**config.mk**
```make
export PLATFORM = sky130hd
export DESIGN_NAME = vga_timing_gen
export DESIGN_NICKNAME = d
export VERILOG_FILES = /design/src/rtl/vga_timing_gen.sv
export SDC_FILE = /design/constraint.sdc
export NUM_CORES = 1
export LEC_CHECK = 0
export ABC_AREA = 1
export CAP_MARGIN = 30
export CORE_MARGIN = 2
export CORE_UTILIZATION = 40
export CTS_CLUSTER_DIAMETER = 80
export DETAILED_ROUTE_END_ITERATION = 10
export GPL_ROUTABILITY_DRIVEN = 0
export PLACE_DENSITY_LB_ADDON = 0.12
export SYNTH_ARGS = -nofsm -noshare
export SYNTH_HDL_FRONTEND = slang
export SYNTH_SLANG_ARGS = --single-unit
```
**constraint.sdc**
```tcl
create_clock -name clk_i -period 4.9 [get_ports clk_i]
set_input_delay 0.98 -clock clk_i [delete_from_list [all_inputs] [get_ports clk_i]]
set_output_delay 0.98 -clock clk_i [all_outputs]
set_load 0.01 [all_outputs]
```
**src/rtl/vga_timing_gen.sv**
```systemverilog
// VGA raster timing generator: pixel-rate divider, h/v counters, syncs and
// text-mode character-cell addressing, all outputs aligned to the counters.
module vga_timing_gen #(
    parameter int H_ACTIVE   = 640,
    parameter int H_FP       = 16,
    parameter int H_SYNC     = 96,
    parameter int H_BP       = 48,
    parameter int V_ACTIVE   = 480,
    parameter int V_FP       = 10,
    parameter int V_SYNC     = 2,
    parameter int V_BP       = 33,
    parameter int CLK_DIV    = 4,
    parameter int ADDR_WIDTH = 13
) (
    input  logic                  clk_i,
    input  logic                  rstn_i,
    input  logic                  en_i,
    output logic                  pix_en_o,
    output logic [9:0]            hcnt_o,
    output logic [9:0]            vcnt_o,
    output logic                  hsync_o,
    output logic                  vsync_o,
    output logic                  active_o,
    output logic                  frame_start_o,
    output logic [ADDR_WIDTH-1:0] char_addr_o,
    output logic [2:0]            glyph_x_o,
    output logic [3:0]            glyph_y_o
);

    localparam int H_TOTAL = H_ACTIVE + H_FP + H_SYNC + H_BP;
    localparam int V_TOTAL = V_ACTIVE + V_FP + V_SYNC + V_BP;
    localparam int DIV_W   = (CLK_DIV > 1) ? $clog2(CLK_DIV) : 1;

    localparam logic [DIV_W-1:0]      DIV_LAST = DIV_W'(CLK_DIV - 1);
    localparam logic [9:0]            H_LAST   = 10'(H_TOTAL - 1);
    localparam logic [9:0]            V_LAST   = 10'(V_TOTAL - 1);
    localparam logic [9:0]            H_VIS    = 10'(H_ACTIVE);
    localparam logic [9:0]            V_VIS    = 10'(V_ACTIVE);
    localparam logic [9:0]            HS_START = 10'(H_ACTIVE + H_FP);
    localparam logic [9:0]            HS_END   = 10'(H_ACTIVE + H_FP + H_SYNC);
    localparam logic [9:0]            VS_START = 10'(V_ACTIVE + V_FP);
    localparam logic [9:0]            VS_END   = 10'(V_ACTIVE + V_FP + V_SYNC);
    localparam logic [ADDR_WIDTH-1:0] COLS     = ADDR_WIDTH'(H_ACTIVE / 8);

    // row * COLS + col, with the constant multiply unrolled into shift-adds
    function automatic logic [ADDR_WIDTH-1:0] cell_addr(input logic [9:0] h,
                                                        input logic [9:0] v);
        logic [ADDR_WIDTH-1:0] row;
        logic [ADDR_WIDTH-1:0] acc;
        row = ADDR_WIDTH'(v[9:4]);
        acc = ADDR_WIDTH'(h[9:3]);
        for (int i = 0; i < ADDR_WIDTH; i++) begin
            if (COLS[i]) acc = acc + (row << i);
        end
        return acc;
    endfunction

    logic [DIV_W-1:0]      div_q, div_d;
    logic [9:0]            hcnt_q, hcnt_d;
    logic [9:0]            vcnt_q, vcnt_d;
    logic                  pix_en_q, pix_en_d;
    logic                  hsync_q, hsync_d;
    logic                  vsync_q, vsync_d;
    logic                  active_q, active_d;
    logic                  fstart_q, fstart_d;
    logic [ADDR_WIDTH-1:0] addr_q, addr_d;

    always_comb begin
        div_d    = '0;
        hcnt_d   = '0;
        vcnt_d   = '0;
        fstart_d = 1'b0;
        if (en_i) begin
            div_d  = (div_q == DIV_LAST) ? '0 : div_q + 1'b1;
            hcnt_d = hcnt_q;
            vcnt_d = vcnt_q;
            if (pix_en_q) begin
                if (hcnt_q == H_LAST) begin
                    hcnt_d = '0;
                    if (vcnt_q == V_LAST) begin
                        vcnt_d   = '0;
                        fstart_d = 1'b1;
                    end else begin
                        vcnt_d = vcnt_q + 10'd1;
                    end
                end else begin
                    hcnt_d = hcnt_q + 10'd1;
                end
            end
        end
        // Decode from the next counter values so outputs land with the counters
        pix_en_d = en_i && (div_d == DIV_LAST);
        hsync_d  = !((hcnt_d >= HS_START) && (hcnt_d < HS_END));
        vsync_d  = !((vcnt_d >= VS_START) && (vcnt_d < VS_END));
        active_d = en_i && (hcnt_d < H_VIS) && (vcnt_d < V_VIS);
        addr_d   = active_d ? cell_addr(hcnt_d, vcnt_d) : '0;
    end

    always_ff @(posedge clk_i or negedge rstn_i) begin
        if (!rstn_i) begin
            div_q    <= '0;
            hcnt_q   <= '0;
            vcnt_q   <= '0;
            pix_en_q <= 1'b0;
            hsync_q  <= 1'b1;
            vsync_q  <= 1'b1;
            active_q <= 1'b0;
            fstart_q <= 1'b0;
            addr_q   <= '0;
        end else begin
            div_q    <= div_d;
            hcnt_q   <= hcnt_d;
            vcnt_q   <= vcnt_d;
            pix_en_q <= pix_en_d;
            hsync_q  <= hsync_d;
            vsync_q  <= vsync_d;
            active_q <= active_d;
            fstart_q <= fstart_d;
            addr_q   <= addr_d;
        end
    end

    assign pix_en_o      = pix_en_q;
    assign hcnt_o        = hcnt_q;
    assign vcnt_o        = vcnt_q;
    assign hsync_o       = hsync_q;
    assign vsync_o       = vsync_q;
    assign active_o      = active_q;
    assign frame_start_o = fstart_q;
    assign char_addr_o   = addr_q;
    assign glyph_x_o     = hcnt_q[2:0];
    assign glyph_y_o     = vcnt_q[3:0];

endmodule

```
==> run_results.csv, run 1 <==
group,metric,value,unit
grt,antenna_found_initial,0,
logic_synthesis,syn-cell-area,2410,µm²
min_path,hold_path.startpoint,"div_q[0]",
die,core_area,5890,µm²
logic_synthesis,yosysWarnings,0,
route,firstDrtPassIters,4,
logic_synthesis,yosys_register_bits,40,
clock_tree,cts_made_buffers,5,
placement,io_buffers,47,
grt,grt_use_total,0.186,
power,powerDensity,225,nW/µm²
final_layout,area_growth,25.8,%
run_status,status,"complete, no violations",
route,wl_per_cell,12.6,µm
route,wl_met2,2490,µm
worst_setup_path,crit_fanout,9,
clock_tree,cts_max_level,2,
worst_setup_path,path_cells,"clkdlybuf4s50_1, clkinv_1, nor2_2, nand4_1, nand2_1, inv_1, ha_1, fa_1, a21oi_1, o21ai_0, a21o_1, a21oi_1, nor2_2",
route,viasPerCell,4.77,
worst_setup_path,r2r.worst_path.cells,17,
power,leakagePower,1.53,nW
clock_tree,path_clk_slew,0.08,ns
logic_synthesis,async_reset_ff_frac,1.00,
clock_tree,cts_sinks,40,
worst_setup_path,r2r_start,"hcnt_o[0]",
die,die_h,81.6,µm
min_path,holdPathStages,1,
route,via_count,2038,
worst_setup_path,endpoint_kind,"flip-flop",
die,start_util,0.409,
route,wl_met1,2540,µm
logic_synthesis,ys_seq_area_frac,0.417,
sta,worstMarginPinSlew,0.611,ns
worst_setup_path,worst-r2r-setup-slack,1.48,ns
grt,grt_pass1_vias,1984,
worst_setup_path,cp.depth,13,
logic_synthesis,yosysUniqueCellTypes,31,
grt,grt_remaining_overflow,0,
logic_synthesis,synth_area_leaders,"dfrtp_1, nand2_1, ha_1",
worst_setup_path,rr_endpoint,"char_addr_o[11]",
power,p_seq_frac,0.504,
logic_synthesis,ys.flop_type,"dfrtp_1",
power,sw_frac_of_total,0.249,
sta,fin_crit_sh,0.784,
power,ir_drop,139,µV
route,routed.top_layer,"met4",
power,p_int,0.513,mW
sta,setup_tns,0,ns
clock_tree,clockBufferDepth,2,
die,io_pins,48,
worst_setup_path,crit_family,"buffers and inverters",
min_path,hold_path_class,"reg2reg",
worst_setup_path,worst_setup_path_start_kind,"primary input",
power,switchingPower,0.170,mW
sta,max_slew_margin,0.593,
logic_synthesis,yosys.area.top_type,"dfrtp_1",
clock_tree,post_cts_buffers,0,
grt,grt_max_degree,41,
worst_setup_path,crit_arrival,4.02,ns
route,drt_iter0_markers,125,
placement,dpl.hpwl,4090,µm
logic_synthesis,avgSynthCellArea,7.87,µm²
logic_synthesis,yosysMostFrequentCell,"nand2_1",
die,rows,28,
final_layout,drive_gt1_frac,0.116,
final_layout,num-nets-final,371,
die,die_x,81.6,µm
worst_setup_path,crit_type,"in2reg",
sta,period_needed,3.84,ns
power,p_comb_frac,0.083,
clock_tree,ctsResizeCount,0,
final_layout,post-route-cell-area,3030,µm²
clock_tree,cts_tree,"built",
sta,skew,0.00733,ns
logic_synthesis,synth_edf_count,0,
worst_setup_path,critical_path_buf_inv_count,3,
route,dr_wl_met3,250,µm
die,die_area,6660,µm²
clock_tree,cts_root_buf,"clkbuf_8",
sta,setup_viol,0,
worst_setup_path,required,5.08,ns
sta,hold_violations,0,
power,p_clk_frac,0.413,
job,cap_violations,0,
clock_tree,hold_buffers,0,
sta,rsz0062_at_grt,"false",
route,ant_nets,0,
logic_synthesis,synth_top_area_frac,0.395,
min_path,min_to,"div_q[0]",
route,drc,0,
clock_tree,clk-insertion-delay-late,0.31,ns
logic_synthesis,syn-num-nets,326,
final_layout,n_antenna_cell,0,
logic_synthesis,synthTopCellsByCount,"nand2_1, inv_1, dfrtp_1, nor2_1, nand3_1",
final_layout,post-route-util,0.515,
logic_synthesis,syn_inst,306,
grt,grt_pass1_wl,9340,µm
placement,placed_area,2900,µm²
route,wirelength,5380,µm
sta,maxSlewViolCount,0,
worst_setup_path,worst_path_largest_cell_delay,0.68,ns
worst_setup_path,crit_path_top_delay_cell,"clkdlybuf4s50_1",
power,design_power_total,0.683,mW
sta,fmax,260,MHz
## layer usage
layer	GRT usage	up-vias
met2	0.293	45
met3	0.0484	7
met4	0.0600	0
li1	-	1036
met5	0	-
met1	0.249	950
## metrics by stage
stage          cells  hold slack, ns  setup slack [ns]
3_3_place_gp     418           0.462             0.870
6_report         427           0.483              1.06
2_1_floorplan    306           0.438              1.65
5_1_grt          427           0.512             0.741
3_5_place_dp     418           0.467             0.728
4_1_cts          426           0.479              1.05
## power groups by stage
stage / clock network, mW / logic [mW] / registers [mW]
2_1_floorplan: 0 / 0.0310 / 0.350
3_3_place_gp: 0 / 0.0560 / 0.351
3_5_place_dp: 0 / 0.0561 / 0.351
4_1_cts: 0.291 / 0.0563 / 0.344
5_1_grt: 0.303 / 0.0651 / 0.346
6_report: 0.282 / 0.0568 / 0.344
## final cells by class
class	count	area, µm²
clock buffers	5	68.8
clock inverters	3	46.3
fillers	564	2860
inverters	54	203
multi-input cells	202	1130
flip-flops and latches	40	1000
well taps	75	93.8
repair buffers	48	485
## worst max-delay path by stage
stage | from | to | slack (ns)
3_3_place_gp | en_i | char_addr_o[11] | 0.87
4_1_cts | en_i | char_addr_o[11] | 1.05
2_1_floorplan | en_i | char_addr_o[11] | 1.65
3_5_place_dp | en_i | char_addr_o[11] | 0.73
6_report | en_i | char_addr_o[11] | 1.06
5_1_grt | en_i | char_addr_o[11] | 0.74
## cells by family (layout without fill, tap and decap cells)
group / count (synthesis) / count (layout) / synth area share
xor+xnor: 7 / 7 / 0.0255
fa+ha+maj: 17 / 17 / 0.0914
other cells: 1 / 1 / 0.00156
buf+inv: 64 / 110 / 0.114
compound gates: 20 / 20 / 0.0462
flops: 40 / 40 / 0.417
simple gates: 157 / 157 / 0.304
## worst register-to-register path, delay by kind of cell (launching register included)
family	cells	cell delay [ns]
AOI/OAI and AO/OA	5	0.82
DFF	1	0.44
and+or+nand+nor	8	1.03
adders and majority gates	3	0.96
buffers and inverters	1	0.04
## registers in the layout, indices dropped and copies added (netlist names)
| name | cells |
|---|---|
| active_o | 1 |
| char_addr_o | 13 |
| div_q | 2 |
| frame_start_o | 1 |
| hcnt_o | 10 |
| hsync_o | 1 |
| pix_en_o | 1 |
| vcnt_o | 10 |
| vsync_o | 1 |
## cell usage in the layout, fill, tap and decap left out, drive strengths merged
cell,count
a211oi,1
a21o,1
a21oi,10
a31o,1
buf,2
bufinv,1
clkbuf,5
clkdlybuf4s50,46
clkinv,1
clkinvlp,1
conb,1
dfrtp,38
dfstp,2
fa,1
ha,16
inv,54
nand2,73
nand3,26
nand3b,1
nand4,6
nor2,44
nor3,6
nor4,1
o21ai,6
o21bai,1
xnor2,3
xor2,4
Power figures use the tool's default switching activity.
==> run 2, diff against run 1 <==
Clock period 4.9 ns to 3.6 ns, I/O delays scaled along.
==> run_results.csv, run 2 (synthesis results as in run 1) <==
group,metric,value,unit
grt,grt_pass1_wl,9400,µm
route,wl_per_cell,12.8,µm
die,die_h,81.6,µm
route,ant_nets,0,
worst_setup_path,crit_arrival,3.48,ns
grt,antenna_found_initial,0,
clock_tree,clk-insertion-delay-late,0.30,ns
clock_tree,cts_made_buffers,5,
clock_tree,clockBufferDepth,2,
final_layout,post-route-cell-area,3090,µm²
die,die_x,81.6,µm
worst_setup_path,worst_setup_path_start_kind,"flip-flop",
final_layout,fillCellCount,573,
sta,max_slew_margin,0.403,
power,powerDensity,306,nW/µm²
clock_tree,cts_root_buf,"clkbuf_8",
power,ir_drop,181,µV
worst_setup_path,crit_fanout,5,
sta,rsz0062_at_grt,"false",
final_layout,n_antenna_cell,0,
grt,grt_pass1_vias,1979,
die,start_util,0.409,
clock_tree,hold_buffers,0,
placement,placed_area,2950,µm²
sta,setup_viol,0,
die,rows,28,
route,drt_iter0_markers,136,
power,leakagePower,1.57,nW
placement,pre_cts_slack,0.143,ns
sta,hold_violations,0,
grt,grt_max_degree,41,
clock_tree,cts_max_level,2,
route,firstDrtPassIters,4,
final_layout,num-nets-final,378,
job,cap_violations,0,
sta,setup_slack,0.306,ns
sta,skew,0.00979,ns
final_layout,area_growth,28.2,%
placement,dpl.hpwl,4150,µm
final_layout,final_common_cell,"nand2_1",
sta,fmax,304,MHz
min_path,hold_path.startpoint,"div_q[0]",
worst_setup_path,critPathLaunch,"hcnt_o[1]",
clock_tree,cts_sinks,40,
route,drc,0,
sta,period_needed,3.29,ns
final_layout,layout_common_cells,"nand2_1, inv_1, clkdlybuf4s50_1, dfrtp_1, nor2_1",
grt,grt_use_total,0.188,
final_layout,largest_register_ffs,13,
final_layout,post-route-util,0.524,
die,die_area,6660,µm²
clock_tree,path_clk_slew,0.09,ns
clock_tree,cts_tree,"built",
final_layout,drive_gt1_frac,0.142,
sta,fin_crit_sh,0.915,
die,core_area,5890,µm²
sta,maxSlewViolCount,0,
run_status,status,"complete, no violations",
worst_setup_path,endpoint_kind,"flip-flop",
route,viasPerCell,4.73,
grt,grt_remaining_overflow,0,
worst_setup_path,r2r_start,"hcnt_o[1]",
route,via_count,2054,
worst_setup_path,required,3.79,ns
min_path,hold_path_class,"reg2reg",
worst_setup_path,crit_type,"reg2reg",
die,io_pins,48,
sta,setup_tns,0,ns
sta,worstMarginPinSlew,0.896,ns
placement,io_buffers,47,
route,wirelength,5570,µm
run 2: timing repair:
item	CTS	global route
endpoints found under the setup margin	0	2
buffers inserted	0	1
endpoints found under the hold margin	0	0
gates resized for setup	0	3
run 2: worst max-delay path, stage by stage (launching register included):
cell     delay [ns]
dfrtp_1        0.41
ha_1           0.19
nand2_1        0.11
nor2_4         0.17
nand3_2        0.16
nor2_2         0.12
buf_4          0.14
nand3_1        0.07
nand3_1        0.10
inv_1          0.10
ha_1           0.29
ha_1           0.24
fa_1           0.42
a21oi_1        0.17
o21ai_0        0.13
a21o_1         0.18
a21oi_1        0.14
nor2_2         0.05
run 2: power by group:
part	internal [mW]	switching, mW
clock network	0.227	0.168
logic	0.0349	0.0491
registers	0.458	0.00822
run 2: layer usage:
layer | global-route usage | routed length [µm] | vias up
met5 | 0 | 0 | -
met4 | 0.0683 | 78 | 0
met3 | 0.0374 | 235 | 8
met2 | 0.305 | 2650 | 53
met1 | 0.250 | 2610 | 947
li1 | - | - | 1046
run 2: area by class of cell:
class / instances / area (µm²) / area share
Timing Repair Buffer: 55 / 526 / 0.170
Clock buffer: 6 / 82.6 / 0.0268
Clock inverter: 2 / 38.8 / 0.0126
Sequential cell: 40 / 1000 / 0.325
Tap cell: 75 / 93.8 / 0.0304
Inverter: 54 / 203 / 0.0657
Multi-Input combinational cell: 202 / 1140 / 0.369
run 2: path summary, 6_finish.rpt:
path | endpoint | cells after the start | slack, ns
setup / recovery | char_addr_o[11] | 17 | 0.31
hold / removal | div_q[0] | 1 | 0.48
setup reg to reg | char_addr_o[11] | 17 | 0.31
hold reg to reg | div_q[0] | 1 | 0.48
max in group asynchronous | hcnt_o[0] | 1 | 2.43
min in group asynchronous | vcnt_o[8] | 1 | 0.54
run 2: stage by stage:
stage / hold slack (ns) / instances / total power, mW
floorplan: 0.424 / 306 / 0.519
finish: 0.483 / 434 / 0.945
global route: 0.484 / 434 / 0.985
detailed placement: 0.461 / 425 / 0.559
global placement: 0.463 / 425 / 0.559
CTS: 0.481 / 433 / 0.959
==> run 3, diff against run 2 <==
Clock period 3.6 ns to 3.83 ns, I/O delays scaled along.
==> run_results.csv, run 3 (synthesis results as in run 1) <==
group,metric,value,unit
grt,grt_pass1_wl,9340,µm
job,cap_violations,0,
clock_tree,clk-insertion-delay-late,0.30,ns
route,wirelength,5550,µm
grt,grt_remaining_overflow,0,
clock_tree,clockBufferDepth,2,
clock_tree,cts_sinks,40,
die,start_util,0.409,
power,p_seq_frac,0.498,
route,wl_per_cell,12.9,µm
final_layout,final_common_cell,"nand2_1",
placement,dpl.hpwl,4090,µm
clock_tree,cts_made_buffers,5,
clock_tree,cts_tree,"built",
sta,setup_slack,0.368,ns
worst_setup_path,crit_arrival,3.65,ns
power,switchingPower,0.222,mW
route,drc,0,
final_layout,num-nets-final,375,
grt,grt_pass1_vias,1995,
final_layout,largest_register_ffs,13,
clock_tree,cts_root_buf,"clkbuf_8",
die,die_h,81.6,µm
clock_tree,hold_buffers,0,
power,ir_drop,179,µV
clock_tree,path_clk_slew,0.09,ns
power,p_comb_frac,0.089,
worst_setup_path,crit_fanout,5,
sta,setup_tns,0,ns
worst_setup_path,required,4.01,ns
route,viasPerCell,4.68,
min_path,hold_path_class,"in2async",
power,sw_frac_of_total,0.251,
route,ant_nets,0,
grt,grt_use_total,0.185,
worst_setup_path,r2r_start,"hcnt_o[0]",
route,firstDrtPassIters,5,
worst_setup_path,worst-r2r-setup-slack,0.37,ns
final_layout,n_antenna_cell,0,
power,p_int,0.659,mW
grt,grt_max_degree,41,
sta,fmax,289,MHz
worst_setup_path,path_cells,"ha_1, nand2_1, nor2_4, nand3_2, nor2_2, nand2_1, o21bai_1, nand4_1, nand2_1, inv_1, ha_1, fa_1, a21oi_1, o21ai_0, a21o_1, a21oi_1, nor2_2",
die,io_pins,48,
worst_setup_path,worst_setup_path_start_kind,"flip-flop",
worst_setup_path,crit_type,"reg2reg",
die,die_area,6660,µm²
final_layout,drive_gt1_frac,0.126,
die,core_area,5890,µm²
die,die_x,81.6,µm
worst_setup_path,crit_top_cell,"nand2_1",
sta,fin_crit_sh,0.904,
final_layout,area_growth,27.1,%
run_status,status,"complete, no violations",
clock_tree,ctsResizeCount,0,
grt,antenna_found_initial,0,
worst_setup_path,r2r.worst_path.cells,17,
power,powerDensity,288,nW/µm²
sta,setup_viol,0,
die,rows,28,
worst_setup_path,worst_path_largest_cell_delay,0.46,ns
sta,rsz0062_at_grt,"false",
sta,hold_violations,0,
clock_tree,cts_max_level,2,
placement,io_buffers,47,
sta,skew,0.00379,ns
route,drt_iter0_markers,110,
sta,maxSlewViolCount,0,
clock_tree,post_cts_buffers,0,
worst_setup_path,crit_path_top_delay_cell,"fa_1",
worst_setup_path,rr_endpoint,"char_addr_o[11]",
sta,period_needed,3.46,ns
route,via_count,2018,
placement,pre_cts_slack,0.211,ns
final_layout,layout_common_cells,"nand2_1, inv_1, clkdlybuf4s50_1, dfrtp_1, nor2_1",
power,leakagePower,1.55,nW
worst_setup_path,endpoint_kind,"flip-flop",
power,p_clk_frac,0.413,
[run 3: final cells by class]
class,instances,area [µm²]
Clock buffer,5,68.8
Clock inverter,3,46.3
Fill cell,579,2830
Inverter,54,203
Multi-Input combinational cell,202,1130
Sequential cell,40,1000
Tap cell,75,93.8
Timing Repair Buffer,52,515
[run 3: stage by stage]
| stage | hold slack (ns) | instance area (µm²) | instances | util | total power [mW] |
|---|---|---|---|---|---|
| after global routing | 0.411 | 3060 | 431 | 0.520 | 0.916 |
| after detailed placement | 0.453 | 2930 | 422 | 0.497 | 0.524 |
| after global placement | 0.444 | 2930 | 422 | 0.497 | 0.523 |
| after CTS | 0.467 | 3040 | 430 | 0.517 | 0.892 |
| final | 0.388 | 3060 | 431 | 0.520 | 0.881 |
| after floorplan | 0.438 | 2410 | 306 | - | 0.488 |
[run 3: how the worst max path moves through the flow]
stage              start              end  slack (ns)  cells past startpoint
2_1_floorplan  hcnt_o[0]  char_addr_o[11]        0.75                     17
3_3_place_gp        en_i  char_addr_o[11]        0.30                     13
3_5_place_dp        en_i  char_addr_o[11]        0.21                     13
4_1_cts        hcnt_o[0]  char_addr_o[11]        0.38                     17
5_1_grt        hcnt_o[0]  char_addr_o[11]        0.13                     18
6_report       hcnt_o[0]  char_addr_o[11]        0.37                     17
[run 3: power groups by stage]
stage / Sequential, mW / Combinational [mW] / Clock [mW]
after floorplan: 0.448 / 0.0396 / 0
after global placement: 0.447 / 0.0766 / 0
after CTS: 0.439 / 0.0773 / 0.376
final: 0.438 / 0.0785 / 0.364
after detailed placement: 0.447 / 0.0771 / 0
after global routing: 0.440 / 0.0894 / 0.387
[run 3: critical path, delay by kind of cell, from the launching register on]
kind | cells | cell delay (ns)
buffers and inverters | 1 | 0.04
adder cells (fa/ha/maj) | 3 | 0.96
AND/OR/NAND/NOR | 8 | 1.07
flip-flops | 1 | 0.43
AO/OA/AOI/OAI | 5 | 0.83
[run 3: layer usage]
layer	track usage	vias up	part of all wire	wire, µm
li1	-	1042	-	-
met3	0.0440	8	0.052	286
met4	0.0617	0	0.015	85
met2	0.298	51	0.45	2500
met1	0.245	917	0.48	2680
met5	0	-	0	0
